`src/rtl/rr_arbiter_demux_3x8.sv`:
```
// -----------------------------------------------------------------------------
// rr_arbiter_demux_3x8
//
// Purpose:
//   Round-robin arbiter sharing one 8-way resource among 8 requesters. The
//   winner's 3-bit index is registered. That index drives a 3-to-8 demux,
//   which produces the one-hot grant vector. A grant is held until the owner
//   signals done, drops its request, or reaches the hold limit. Exactly one
//   idle cycle separates consecutive grants.
//
// Ports:
//   clk        in   1  single clock, rising edge
//   rst        in   1  asynchronous, active-high reset
//   en         in   1  arbitration enable (only looked at while idle)
//   req        in   8  request vector, bit i = requester i
//   done       in   1  current owner releases its grant (only looked at in GRANT)
//   gnt_valid  out  1  a grant is active this cycle
//   gnt_idx    out  3  index of the current or most recent winner
//   gnt        out  8  one-hot grant, 8'h00 when no grant is active
//
// Parameters:
//   HOLD_MAX   maximum consecutive cycles one grant may be held (1..15)
//   CNT_W      hold counter width; 2**CNT_W must exceed HOLD_MAX
// -----------------------------------------------------------------------------

// 3-to-8 demux: output bit sel is driven high when en is high.
module demux_3x8 (
    input  logic       en,
    input  logic [2:0] sel,
    output logic [7:0] y
);
    generate
        for (genvar gi = 0; gi < 8; gi++) begin : g_out
            assign y[gi] = en && (sel == 3'(gi));
        end
    endgenerate
endmodule

module rr_arbiter_demux_3x8 #(
    parameter int HOLD_MAX = 4,
    parameter int CNT_W    = 4
) (
    input  logic       clk,
    input  logic       rst,
    input  logic       en,
    input  logic [7:0] req,
    input  logic       done,
    output logic       gnt_valid,
    output logic [2:0] gnt_idx,
    output logic [7:0] gnt
);

    typedef enum logic {
        IDLE  = 1'b0,
        GRANT = 1'b1
    } state_t;

    localparam logic [CNT_W-1:0] HOLD_LAST = CNT_W'(HOLD_MAX - 1);

    state_t           state_reg, state_next;
    logic [2:0]       ptr_reg, ptr_next;
    logic [2:0]       idx_reg, idx_next;
    logic [CNT_W-1:0] hold_cnt_reg, hold_cnt_next;

    // ---------------------------------------------------------------------
    // Winner search.
    // req_rot[k] is the request of the unit k places after ptr (mod 8).
    // The lowest set bit of req_rot is therefore the round-robin winner.
    // ---------------------------------------------------------------------
    logic [7:0] req_rot;
    logic       win_found;
    logic [2:0] win_off;
    logic [2:0] win_idx;

    generate
        for (genvar gi = 0; gi < 8; gi++) begin : g_rot
            assign req_rot[gi] = req[ptr_reg + 3'(gi)];
        end
    endgenerate

    always_comb begin
        win_off = 3'd0;
        // Scan downward so the lowest set offset ends up in win_off.
        for (int k = 7; k >= 0; k--) begin
            if (req_rot[k]) begin
                win_off = 3'(k);
            end
        end
    end

    assign win_found = |req_rot;
    assign win_idx   = ptr_reg + win_off;

    // ---------------------------------------------------------------------
    // Release condition while in GRANT.
    // Several causes may hold at the same edge. They all merge into one
    // release, so ptr advances only once.
    // ---------------------------------------------------------------------
    logic release_now;

    assign release_now = done || !req[idx_reg] || (hold_cnt_reg == HOLD_LAST);

    // ---------------------------------------------------------------------
    // State register
    // ---------------------------------------------------------------------
    always_ff @(posedge clk or posedge rst) begin
        if (rst) begin
            state_reg    <= IDLE;
            ptr_reg      <= 3'd0;
            idx_reg      <= 3'd0;
            hold_cnt_reg <= '0;
        end else begin
            state_reg    <= state_next;
            ptr_reg      <= ptr_next;
            idx_reg      <= idx_next;
            hold_cnt_reg <= hold_cnt_next;
        end
    end

    // ---------------------------------------------------------------------
    // Next-state logic
    // ---------------------------------------------------------------------
    always_comb begin
        state_next    = state_reg;
        ptr_next      = ptr_reg;
        idx_next      = idx_reg;
        hold_cnt_next = hold_cnt_reg;

        case (state_reg)
            IDLE: begin
                // With en low, nothing changes. ptr keeps its position, so
                // fairness resumes where it left off.
                if (en && win_found) begin
                    idx_next      = win_idx;
                    hold_cnt_next = '0;
                    state_next    = GRANT;
                end
            end

            GRANT: begin
                // en is not looked at here; the current grant runs to completion.
                if (release_now) begin
                    ptr_next      = idx_reg + 3'd1;   // 7 wraps to 0
                    hold_cnt_next = '0;
                    state_next    = IDLE;
                end else begin
                    hold_cnt_next = hold_cnt_reg + CNT_W'(1);
                end
            end

            default: begin
                state_next = IDLE;
            end
        endcase
    end

    // ---------------------------------------------------------------------
    // Outputs: derived from registered state only. No path from req to gnt.
    // ---------------------------------------------------------------------
    assign gnt_valid = (state_reg == GRANT);
    assign gnt_idx   = idx_reg;

    demux_3x8 u_demux (
        .en  (gnt_valid),
        .sel (idx_reg),
        .y   (gnt)
    );

endmodule

```
`config.mk`:
```
export PLATFORM = sky130hd
export DESIGN_NAME = rr_arbiter_demux_3x8
export DESIGN_NICKNAME = d
export VERILOG_FILES = /design/src/rtl/rr_arbiter_demux_3x8.sv
export SDC_FILE = /design/constraint.sdc
export NUM_CORES = 1
export LEC_CHECK = 0
export ABC_AREA = 1
export ABC_CLOCK_PERIOD_IN_PS = 9100
export CAP_MARGIN = 10
export CORE_ASPECT_RATIO = 1.2
export CORE_MARGIN = 1.5
export CORE_UTILIZATION = 57
export CTS_CLUSTER_DIAMETER = 200
export DETAILED_ROUTE_END_ITERATION = 16
export GPL_TIMING_DRIVEN = 0
export PLACE_DENSITY = 0.85
export SYNTH_ARGS = -nofsm -noshare
export SYNTH_HDL_FRONTEND = slang
export SYNTH_HIERARCHICAL = 1
export SYNTH_SLANG_ARGS = --single-unit
```
`constraint.sdc`:
```
create_clock -name clk -period 9.1 [get_ports clk]
set_clock_uncertainty 0.1 [all_clocks]
set_input_delay 2.275 -clock clk [delete_from_list [all_inputs] [get_ports clk]]
set_output_delay 2.275 -clock clk [all_outputs]
set_load 0.01 [all_outputs]
```
==> results.txt, run 1 <==
I/O pin count: 24
Fin nets: 244
Leak: 0.859 nW
CTS tree: built
Residual DRC count: 0
Post-CTS Resized: 0
Num CTS Buffers: 3
Setup TNS: 0 ns
First-pass GRT wire length: 5660 um
Vias in the first global route: 1,372
Die width: 48.4 um
Initial antenna violation count: 0
Outcome: finished clean
Max Slew Vio Count: 0
Worst setup SP type: input port
Number of flip-flops in the largest register: 4
Worst Path Arrival: 4.75 ns
Post-synthesis net count: 216
Setup violators final: 0
Global route overflow: 0
Dpl ws: 4.17 ns
RSZ-0062 raised after global routing: no
Critical-path maximum fanout: 3
Hpwl dp: 2740 um
Inst Count DP: 252
Final min period: 4.69 ns
Power per cell area: 419 mW/mm^2
Drt pass-1 iters: 4
Fin Hold WS: 0.460 ns
Final core occ: 0.733
FP Rows: 19
Total power draw: 0.715 mW
Max-cap violations: 0
Hold-fix buffers, CTS: 0
Worst setup EP type: register
Commonest non-fill, non-tap cell in the layout: nand2_1
FILL cells: 191
WP data required: 9.16 ns
Final RePlAce weighted congestion: 0.892
Post-CTS setup buffer count: 0
Final Instance Area: 0.00171 mm^2
Port bufs: 23
Warnings from Yosys: 6
Multi-input logic area: 0.00104 mm^2
Tot GR Track Use: 0.253
Final Hold Viols: 0
Die area: 0.00278 mm^2
Core ar.: 0.00233 mm^2
Fmax: 213 MHz
Area grow syn2layout: 20.9%
Area of placed instances: 0.00168 mm^2
VDD IR max: 0.238 mV
# diodes: 0
Avg Cell Area, Syn: 7.13 um^2
H-tree depth: 1
ANT nets after route: 0
Worst-margin pin slew: 0.407 ns
WS Path Type: in2reg
Sequential area share after synthesis: 0.195
Avg WL per Cell: 12.8 um
Die Y: 57.5 um
Clock Sinks: 11
Worst-path clk slew: 0.06 ns
Via count: 1,363
Total Wirelength: 3270 um
Min-Delay Path Class: reg2reg
Syn Inst Count: 198
Netlist cell types: 30
Vias per inst: 5.32
Worst relative slew slack: 0.729
Initial Util: 0.606
Final WS setup: 4.41 ns
Clock root buffer: clkbuf_4
Maximum root-to-sink buffer count: 2
FF+latch area: 275 um^2
Iteration-0 DRC Markers: 49
Fin crit share: 0.516
Post-Layout Cell Count: 256
Flop and latch count out of synthesis: 11
Largest net degree at the start of global routing: 13
Layout cells sized above 1: 0.240
Clk_lat worst skew: 0.27 ns
Post-Syn Area: 0.00141 mm^2
Most frequent cells in the layout: 63 x nand2_1, 23 x clkdlybuf4s50_1, 18 x nor2_1
==> power by group <==
part	internal, mW	total [mW]	leakage (nW)	switching, mW
clock	0.0170	0.0331	0.0150	0.0161
sequential	0.0663	0.0964	0.141	0.0302
combinational	0.227	0.586	0.704	0.359
total	0.310	0.715	0.859	0.405
==> routing by layer <==
metal	track usage	vias up	wire, um
met5	0	-	0
met4	0.110	0	51
met3	0.0131	7	73
met2	0.484	30	1790
met1	0.292	632	1350
li1	-	694	-
==> synth_stat cells, drive strengths merged <==
| library cell | instances | share of area |
|---|---|---|
| a21boi | 1 | 0.0053 |
| a21oi | 2 | 0.0071 |
| buf | 3 | 0.024 |
| dfrtp | 11 | 0.20 |
| fa | 1 | 0.014 |
| ha | 5 | 0.044 |
| inv | 15 | 0.045 |
| nand2 | 85 | 0.28 |
| nand3 | 30 | 0.16 |
| nand3b | 1 | 0.0053 |
| nor2 | 20 | 0.070 |
| o211ai | 2 | 0.014 |
| o21a | 1 | 0.0053 |
| o21ai | 11 | 0.047 |
| o21bai | 2 | 0.011 |
| xnor2 | 5 | 0.050 |
| xor2 | 3 | 0.019 |
==> cell type report <==
class / instances / area share
multi-input cells: 169 / 0.609
flip-flops and latches: 11 / 0.161
repair buffers: 23 / 0.135
inverters: 15 / 0.0374
well taps: 31 / 0.0227
plain buffers: 3 / 0.0198
clock buffers: 4 / 0.0154
==> cells by family after synthesis <==
logic type,synth area share
simple gates,0.520
compound gates,0.0895
buf+inv,0.0691
flops,0.195
xor+xnor,0.0683
fa+ha+maj,0.0585
==> worst paths after layout <==
check / startpoint / end / slack, ns / cells past startpoint
min: hold_cnt_reg[1]$_DFFE_PP0P_ / hold_cnt_reg[1]$_DFFE_PP0P_ / 0.46 / 2
max: req[4] / gnt_idx[2]$_DFFE_PP0P_ / 4.41 / 18
max in group asynchronous: rst / gnt_idx[0]$_DFFE_PP0P_ / 6.43 / 2
max reg2reg: ptr_reg[0]$_DFFE_PP0P_ / gnt_idx[2]$_DFFE_PP0P_ / 5.86 / 20
min in group asynchronous: rst / hold_cnt_reg[2]$_DFFE_PP0P_ / 2.18 / 2
min reg2reg: hold_cnt_reg[1]$_DFFE_PP0P_ / hold_cnt_reg[1]$_DFFE_PP0P_ / 0.46 / 2
==> critical path: stages <==
cell and delay, ns:
clkdlybuf4s50_1 0.54, nand2_1 0.12, nand3_2 0.10, nand2_1 0.07, nand2_1 0.07, nand2_2 0.07, o21ai_1 0.13, nand2_1 0.07
nand2_1 0.05, nand2_1 0.05, a21boi_1 0.15, ha_1 0.16, inv_1 0.05, fa_1 0.37, xor2_1 0.16, nand3b_1 0.16
nand2_1 0.10, o21ai_2 0.05
Power figures use the tool's default switching activity.
==> inputs of run 2 (changes only) <==
Settings changed: ABC_CLOCK_PERIOD_IN_PS 9100 to 4050, CORE_UTILIZATION 57 to 48, PLACE_DENSITY 0.85 to 0.76.
Clock period 9.1 ns to 4.05 ns, I/O delays scaled along.
==> run 2 against run 1 <==
  * Worst hold slack got worse by 0.012 ns
  * Die area increased by 18%
  * Critical path depth unchanged
  * Non-clock buffer count unchanged
  * Count of clock-buffer cells in the layout unchanged
  * Register-to-register slack got worse by 5.0 ns
  * Clock power increased by 130%
  * Sequential share of layout area about the same
  * Highest routed layer unchanged
==> results.txt, run 2 (synthesis gave the netlist of run 1 again) <==
FILL cells: 262
Fmax: 293 MHz
Via count: 1,286
H-tree depth: 1
RSZ-0062 raised after global routing: no
Leak: 0.859 nW
Clock Sinks: 11
Die area: 0.00328 mm^2
VDD IR max: 0.469 mV
Tot GR Track Use: 0.205
Area grow syn2layout: 21.2%
Psw: 0.883 mW
Setup TNS: 0 ns
Critical-path maximum fanout: 3
WP data required: 4.11 ns
Die Y: 62.4 um
WS Path Type: in2reg
Final min period: 3.41 ns
Switching Fraction: 0.559
Global route overflow: 0
Critical Path, Cell by Cell: clkdlybuf4s50_1 > nand2_1 > nand3_1 > nand2_1 > nand2_1 > nand2_2 > o21ai_1 > nand2_1 > nand2_1 > nand2_1 > a21boi_1 > ha_1 > inv_1 > fa_1 > xor2_1 > nand3b_1 > nand2_1 > o21ai_2
Worst Path Arrival: 3.47 ns
Hold Crit Depth: 2
Largest net degree at the start of global routing: 13
Final core occ: 0.614
Initial Util: 0.507
Hold-fix buffers, CTS: 0
Worst-margin pin slew: 0.435 ns
Post-CTS setup buffer count: 0
Min-Delay Path Class: reg2reg
Die width: 52.5 um
CTS tree: built
Core ar.: 0.00279 mm^2
Fin crit share: 0.842
Vias per inst: 4.97
Crit. path cell count: 18
Num CTS Buffers: 3
Buf+Inv Stages, Crit Path: 2
Worst reg-to-reg path cell count: 20
Worst relative slew slack: 0.710
Hpwl dp: 2540 um
Slowest CP cell: clkdlybuf4s50_1
Crit-path max cell delay: 0.53 ns
Initial antenna violation count: 0
Commonest non-fill, non-tap cell in the layout: nand2_1
Final Hold Viols: 0
Combinational share of power: 0.817
Avg WL per Cell: 11.8 um
First-pass GRT wire length: 5160 um
Cell family with most CP delay: simple AND/OR/NAND/NOR gates
Power per cell area: 923 mW/mm^2
Worst setup SP type: input port
Clock root buffer: clkbuf_4
# diodes: 0
Number of flip-flops in the largest register: 4
Clock power share: 0.048
Worst setup EP type: register
Vias in the first global route: 1,255
Internal power: 0.696 mW
Critical Path Most Common Cell: nand2_1
Layout cells sized above 1: 0.240
Drt pass-1 iters: 4
Most frequent cells in the layout: 63 x nand2_1, 23 x clkdlybuf4s50_1, 18 x nor2_1
Maximum root-to-sink buffer count: 2
Iteration-0 DRC Markers: 27
Clk_lat worst skew: 0.27 ns
Total Wirelength: 3060 um
Total power draw: 1.58 mW
Worst-path clk slew: 0.07 ns
Max-cap violations: 0
Final RePlAce weighted congestion: 0.794
Fin nets: 244
Share of power burned in registers: 0.135
I/O pin count: 24
Residual DRC count: 0
FP Rows: 21
Max Slew Vio Count: 0
ANT nets after route: 0
Port bufs: 23
Setup violators final: 0
Outcome: finished clean
Post-CTS Resized: 0
==> run 2: layout make-up <==
| cell class | count | area, um^2 | share of cell area |
|---|---|---|---|
| Buffer | 3 | 33.8 | 0.0198 |
| Inverter | 15 | 63.8 | 0.0373 |
| Tap cell | 34 | 42.5 | 0.0249 |
| Clock buffer | 4 | 26.3 | 0.0154 |
| Timing Repair Buffer | 23 | 230 | 0.135 |
| Multi-Input combinational cell | 169 | 1040 | 0.607 |
| Sequential cell | 11 | 275 | 0.161 |
==> run 2: path summary, 6_finish.rpt <==
check	from	endpoint	slack [ns]
hold reg to reg	hold_cnt_reg[1]$_DFFE_PP0P_	hold_cnt_reg[1]$_DFFE_PP0P_	0.45
min in group asynchronous	rst	hold_cnt_reg[2]$_DFFE_PP0P_	0.93
max in group asynchronous	rst	hold_cnt_reg[1]$_DFFE_PP0P_	2.62
setup reg to reg	ptr_reg[0]$_DFFE_PP0P_	gnt_idx[2]$_DFFE_PP0P_	0.87
hold / removal	hold_cnt_reg[1]$_DFFE_PP0P_	hold_cnt_reg[1]$_DFFE_PP0P_	0.45
setup / recovery	req[2]	gnt_idx[2]$_DFFE_PP0P_	0.64
==> run 2: power by group through the flow <==
| stage | combinational, mW | clock (mW) | sequential, mW |
|---|---|---|---|
| after detailed placement | 1.29 | 0 | 0.218 |
| after CTS | 1.30 | 0.0790 | 0.216 |
| after global routing | 1.45 | 0.0824 | 0.221 |
| after global placement | 1.28 | 0 | 0.215 |
| after floorplan | 1.04 | 0 | 0.208 |
| final | 1.29 | 0.0759 | 0.213 |
==> run 2: per-stage QoR <==
stage | instances | cell area (um^2) | hold slack, ns | setup slack [ns]
4_1_cts | 259 | 1710 | 0.444 | 0.630
3_5_place_dp | 255 | 1680 | 0.430 | 0.345
3_3_place_gp | 255 | 1680 | 0.425 | 0.401
2_1_floorplan | 198 | 1410 | 0.397 | 1.16
6_report | 259 | 1710 | 0.448 | 0.642
5_1_grt | 259 | 1710 | 0.486 | 0.390
==> run 2: worst register-to-register path, delay by kind of cell, from the launching register on <==
family | cells | cell delay (ns)
AO/OA/AOI/OAI | 3 | 0.32
XOR/XNOR | 1 | 0.16
adder cells (fa/ha/maj) | 3 | 0.97
buffers and inverters | 4 | 0.38
flip-flops | 1 | 0.39
AND/OR/NAND/NOR | 9 | 0.75
==> run 2: routing by layer <==
metal  global-route usage  wire [um]  vias up  part of all wire
met5                    0          0        -                 0
met4               0.0769         48        0             0.016
met3               0.0144         38        5             0.012
met2                0.369       1600       14              0.52
met1                0.243       1370      577              0.45
li1                     -          -      690                 -
==> variant 1 (flow settings as in run 2) <==
Change the parameter `CNT_W` from 4 to 3.
--- a/src/rtl/rr_arbiter_demux_3x8.sv
+++ b/src/rtl/rr_arbiter_demux_3x8.sv
@@ -38,7 +38,7 @@
 
 module rr_arbiter_demux_3x8 #(
     parameter int HOLD_MAX = 4,
-    parameter int CNT_W    = 4
+    parameter int CNT_W    = 3
 ) (
     input  logic       clk,
     input  logic       rst,
Function: same outputs for any inputs over 10 cycles, from zero or initial values and one cycle with rst high; that may be too few to reach the edited logic, so the function may still have changed.
==> variant 1 against run 2 <==
  * Register-to-register slack gained 20 ps
  * Highest routed layer unchanged
  * Critical path type unchanged
  * Cell count is 3.5% lower
  * Area after synthesis decreased by 7.8%
  * Worst setup slack worse by 6.5 ps
  * Non-clock buffer count unchanged
  * Die area down 7.4%
  * Critical endpoint unchanged
  * Sequential cell count is 1 lower
  * Wire length is 3.9% lower
  * Power down 4.6%
  * Final area shrank 5.9%
  * Combinational power fell by 5%
  * Largest power group unchanged
  * First-iteration DRC count up 11%
==> variant 1: results (changes against run 2) <==
<table>
<tr><th>Metric</th><th>Value</th></tr>
<tr><th colspan="2">Worst setup path</th></tr>
<tr><td>Register-to-register path setup slack</td><td>890 ps (was 870 ps)</td></tr>
<tr><td>Worst setup startpoint</td><td>req[4] (was req[2])</td></tr>
<tr><th colspan="2">Global routing</th></tr>
<tr><td>Vias in the first global route</td><td>1177 (was 1255)</td></tr>
<tr><td>Global router's overall resource usage</td><td>21.3% (was 20.5%)</td></tr>
<tr><td>Global-route wire length before repair</td><td>4940 um (was 5160 um)</td></tr>
<tr><th colspan="2">Final layout</th></tr>
<tr><td>Share of layout cells above drive strength 1</td><td>22.6% (was 24.0%)</td></tr>
<tr><td>Count of non-filler cells in the finished layout</td><td>250 (was 259)</td></tr>
<tr><th colspan="2">Synth</th></tr>
<tr><td>Most common library cells after synthesis</td><td>nand2_1 (63), nor2_1 (18), nand3_1 (15) (was nand2_1 (63), nor2_1 (18), nand2_2 (17))</td></tr>
<tr><td>Net Count, Synth</td><td>209 (was 216)</td></tr>
<tr><td>Distinct cells, synth</td><td>29 (was 30)</td></tr>
<tr><td>Syn Inst Count</td><td>190 (was 198)</td></tr>
<tr><td>Share of synthesized area occupied by flip-flops and latches</td><td>19.2% (was 19.5%)</td></tr>
<tr><th colspan="2">Route</th></tr>
<tr><td>DRT iter0 DRCs</td><td>30 (was 27)</td></tr>
<tr><td>Via count of the routed design</td><td>1251 (was 1286)</td></tr>
<tr><th colspan="2">Status</th></tr>
<tr><td>Run status</td><td>finished, final reports clean (unchanged)</td></tr>
<tr><th colspan="2">Worst hold path</th></tr>
<tr><td>Hold-critical path endpoint</td><td>hold_cnt_reg[0]$_DFFE_PP0P_ (was hold_cnt_reg[1]$_DFFE_PP0P_)</td></tr>
<tr><td>Critical hold path startpoint</td><td>hold_cnt_reg[0]$_DFFE_PP0P_ (was hold_cnt_reg[1]$_DFFE_PP0P_)</td></tr>
<tr><td>Number of instances on the worst hold path</td><td>1 (was 2)</td></tr>
<tr><th colspan="2">Place</th></tr>
<tr><td>Half-perimeter wire length after detailed placement</td><td>2530 um (was 2540 um)</td></tr>
<tr><th colspan="2">Power</th></tr>
<tr><td>Leakage</td><td>0.000807 uW (was 0.000859 uW)</td></tr>
</table>
-- variant 1: cell count changes after synthesis, sizes merged --
cell,change
a21oi,-1
dfrtp,-1
ha,+1
inv,+1
nand2,-5
nand3,-2
o21ai,+1
xnor2,-1
xor2,-1
-- variant 1: metal layers --
layer	vias to the layer above	share of wire, %	GRT usage (%)
met5	-	0	0
met4	0	1.6	6.56
met3	6	1.2	1.50
met2	19	54	43.8
met1	558	43	22.7
li1	668	-	-
-- variant 1: through the flow --
| step | power, uW | instance area, um^2 | hold slack [ps] | utilization (%) |
|---|---|---|---|---|
| after detailed placement | 1420 | 1570 | 397 | 61.6 |
| after global placement | 1380 | 1570 | 367 | 61.6 |
| final | 1510 | 1610 | 410 | 63.0 |
| after floorplan | 1150 | 1300 | 352 | - |
| after global routing | 1670 | 1610 | 446 | 63.0 |
| after CTS | 1520 | 1610 | 411 | 63.0 |
-- variant 1: power groups by stage --
stage	combinational (uW)	sequential [uW]	clock, uW
2_1_floorplan	954	195	0
3_3_place_gp	1180	200	0
3_5_place_dp	1220	202	0
4_1_cts	1220	202	92.7
5_1_grt	1370	209	94.7
6_report	1220	200	89.5
-- variant 1: logic make-up after synthesis --
family | synth area share (%)
AOI/OAI and AO/OA | 9.33
xor gates and xnor gates | 5.19
adders and majority gates | 7.31
buffers and inverters | 7.31
DFF | 19.2
and+or+nand+nor | 51.6
-- variant 1: cell type report --
class,instances,area (um^2)
fillers,243,943
repair buffers,23,230
plain buffers,3,30.0
well taps,33,41.3
flip-flops and latches,10,250
clock buffers,4,36.3
multi-input cells,161,956
inverters,16,65.1
==> variant 2 (config.mk and constraints of run 2) <==
Made on the original files. Make the reset (`rst`) synchronous in one clocked block. Comments in the files are not updated.
--- a/src/rtl/rr_arbiter_demux_3x8.sv
+++ b/src/rtl/rr_arbiter_demux_3x8.sv
@@ -103,7 +103,7 @@
     // ---------------------------------------------------------------------
     // State register
     // ---------------------------------------------------------------------
-    always_ff @(posedge clk or posedge rst) begin
+    always_ff @(posedge clk) begin
         if (rst) begin
             state_reg    <= IDLE;
             ptr_reg      <= 3'd0;
Check against the original RTL: differs if rst is asserted again (counterexample within 4 cycles, from zero or initial values and one cycle with rst high); with rst held inactive, the same outputs for 10 cycles.
==> variant 2 against run 2 <==
  * Wire length fell by 3.6%
  * Worst hold slack got worse by 51 ps
  * Critical path depth up 2
  * Worst setup slack worse by 57 ps
  * Area after synthesis down 17%
  * Sequential cell count is the same
  * Final area is 14% lower
  * Die area down 16%
Power is not compared: it rests on default switching activity, and its combinational part moved more than twofold at a synthesized area within 25%.
==> variant 2: results (changes against run 2) <==
<table>
<tr><th>Metric</th><th>Value</th></tr>
<tr><th colspan="2">Global routing</th></tr>
<tr><td>Global-route wire length before repair</td><td>4870 um (was 5160 um)</td></tr>
<tr><td>Maximum number of pins on one net before global-route repair</td><td>12 (was 13)</td></tr>
<tr><td>Vias in the first global route</td><td>1230 (was 1255)</td></tr>
<tr><td>Global router's overall resource usage</td><td>23.6% (was 20.5%)</td></tr>
<tr><th colspan="2">Worst setup path</th></tr>
<tr><td>Data arrival time at the worst-slack endpoint</td><td>3520 ps (was 3470 ps)</td></tr>
<tr><th colspan="2">Final layout</th></tr>
<tr><td>Share of layout cells above drive strength 1</td><td>8.85% (was 24.0%)</td></tr>
<tr><td>Total number of nets in the final design</td><td>245 (was 244)</td></tr>
<tr><td>Fillers</td><td>229 (was 262)</td></tr>
<tr><td>Max FFs per register</td><td>4 (unchanged)</td></tr>
<tr><th colspan="2">Place</th></tr>
<tr><td>Last weighted congestion value of the routability-driven placer</td><td>0.821 (was 0.794)</td></tr>
<tr><td>Half-perimeter wire length after detailed placement</td><td>2440 um (was 2540 um)</td></tr>
<tr><th colspan="2">Synth</th></tr>
<tr><td>Most used flip-flop cell after synthesis</td><td>dfxtp_1 (was dfrtp_1)</td></tr>
<tr><td>Net Count, Synth</td><td>217 (was 216)</td></tr>
<tr><td>Share of flip-flops with an asynchronous set or reset after synthesis</td><td>0% (was 100%)</td></tr>
<tr><td>Most common library cells after synthesis</td><td>nand2_1 (76), nand3_1 (22), nor2_1 (22) (was nand2_1 (63), nor2_1 (18), nand2_2 (17))</td></tr>
<tr><td>Distinct cells, synth</td><td>24 (was 30)</td></tr>
<tr><td>Share of synthesized area occupied by flip-flops and latches</td><td>18.9% (was 19.5%)</td></tr>
<tr><td>Cell types occupying the most area after synthesis</td><td>nand2_1 (24%), dfxtp_1 (19%), nand3_1 (9.4%), nor2_1 (7.1%), inv_1 (6.8%) (was dfrtp_1 (20%), nand2_1 (17%), nand3_2 (9.2%), nand2_2 (7.5%), nand3_1 (5.7%))</td></tr>
<tr><td>Count of synthesis-stage warnings from yosys</td><td>6 (unchanged)</td></tr>
<tr><th colspan="2">Timing</th></tr>
<tr><td>Worst slew margin relative to its limit</td><td>76.9% (was 71.0%)</td></tr>
<tr><th colspan="2">Power</th></tr>
<tr><td>Peak VDD IR</td><td>0.000205 V</td></tr>
<tr><th colspan="2">Route</th></tr>
<tr><td>Via density</td><td>5.06 (was 4.97)</td></tr>
<tr><td>DRT iter0 DRCs</td><td>40 (was 27)</td></tr>
<tr><td>Routed WL</td><td>2950 um (was 3060 um)</td></tr>
<tr><th colspan="2">Clock tree</th></tr>
<tr><td>Number of cells upsized or downsized after cts</td><td>0 (unchanged)</td></tr>
<tr><td>Clock Root Buffer</td><td>clkbuf_4 (unchanged)</td></tr>
<tr><td>Clock buffer depth</td><td>2 (unchanged)</td></tr>
<tr><th colspan="2">Status</th></tr>
<tr><td>Run status</td><td>finished, final reports clean (unchanged)</td></tr>
</table>
[variant 2: logic make-up after synthesis]
logic type,Yosys count,synth area share [%]
buffers and inverters,24,9.22
and+or+nand+nor,131,48.4
adders and majority gates,6,7.07
DFF,11,18.9
AOI/OAI and AO/OA,20,9.86
xor gates and xnor gates,7,6.54
[variant 2: worst max-delay path, stage by stage]
cell	delay (ps)
clkdlybuf4s50_1	530
nand2_1	100
nand3_1	90
nand2_1	80
nand2_1	90
nand3_1	80
nand2_1	60
nand2_1	40
nand2_1	50
nand2_1	40
a21boi_0	200
ha_1	180
inv_1	50
fa_1	370
xor2_1	180
inv_1	60
nand2_1	60
nand2_1	40
nor2_1	110
nor2_1	70
[variant 2: layout make-up]
type	count	area share, %
sequential	11	15.1
multi-input combinational	164	57.4
inverter	22	5.82
buffer	2	1.54
tap	31	2.65
clock buffer	4	1.80
timing repair buffer	23	15.7
[variant 2: per-layer routing]
layer / global-route usage (%) / up-vias / wire length (um)
met5: 0 / - / 0
met4: 5.79 / 0 / 6
met3: 1.27 / 2 / 80
met2: 44.4 / 25 / 1650
met1: 27.3 / 595 / 1210
li1: - / 679 / -
[variant 2: power by group]
group          switching [uW]  internal, uW  leakage, uW  total [uW]
logic                     151          94.7     0.000625         246
clock network            37.3          38.1    0.0000150        75.3
registers                14.8           117    0.0000900         132
total                     203           250     0.000730         453
[variant 2: worst paths after layout]
check                                     from                            to  slack (ps)  cells after the start
setup / recovery                        req[0]       gnt_idx[2]$_SDFFE_PP0P_         580                     20
hold / removal    hold_cnt_reg[0]$_SDFFE_PP0P_  hold_cnt_reg[0]$_SDFFE_PP0P_         400                      1
setup reg to reg       ptr_reg[1]$_SDFFE_PP0P_       gnt_idx[2]$_SDFFE_PP0P_         750                     21
hold reg to reg   hold_cnt_reg[0]$_SDFFE_PP0P_  hold_cnt_reg[0]$_SDFFE_PP0P_         400                      1
[variant 2: stage by stage]
stage | utilization [%] | worst slack [ps] | cell area [um^2] | instances | power (uW)
floorplan | - | 1140 | 1170 | 199 | 306
global placement | 62.3 | 376 | 1440 | 253 | 368
detailed placement | 62.3 | 335 | 1440 | 253 | 378
CTS | 63.4 | 604 | 1460 | 257 | 454
global route | 63.4 | 365 | 1460 | 257 | 492
finish | 63.4 | 585 | 1460 | 257 | 453
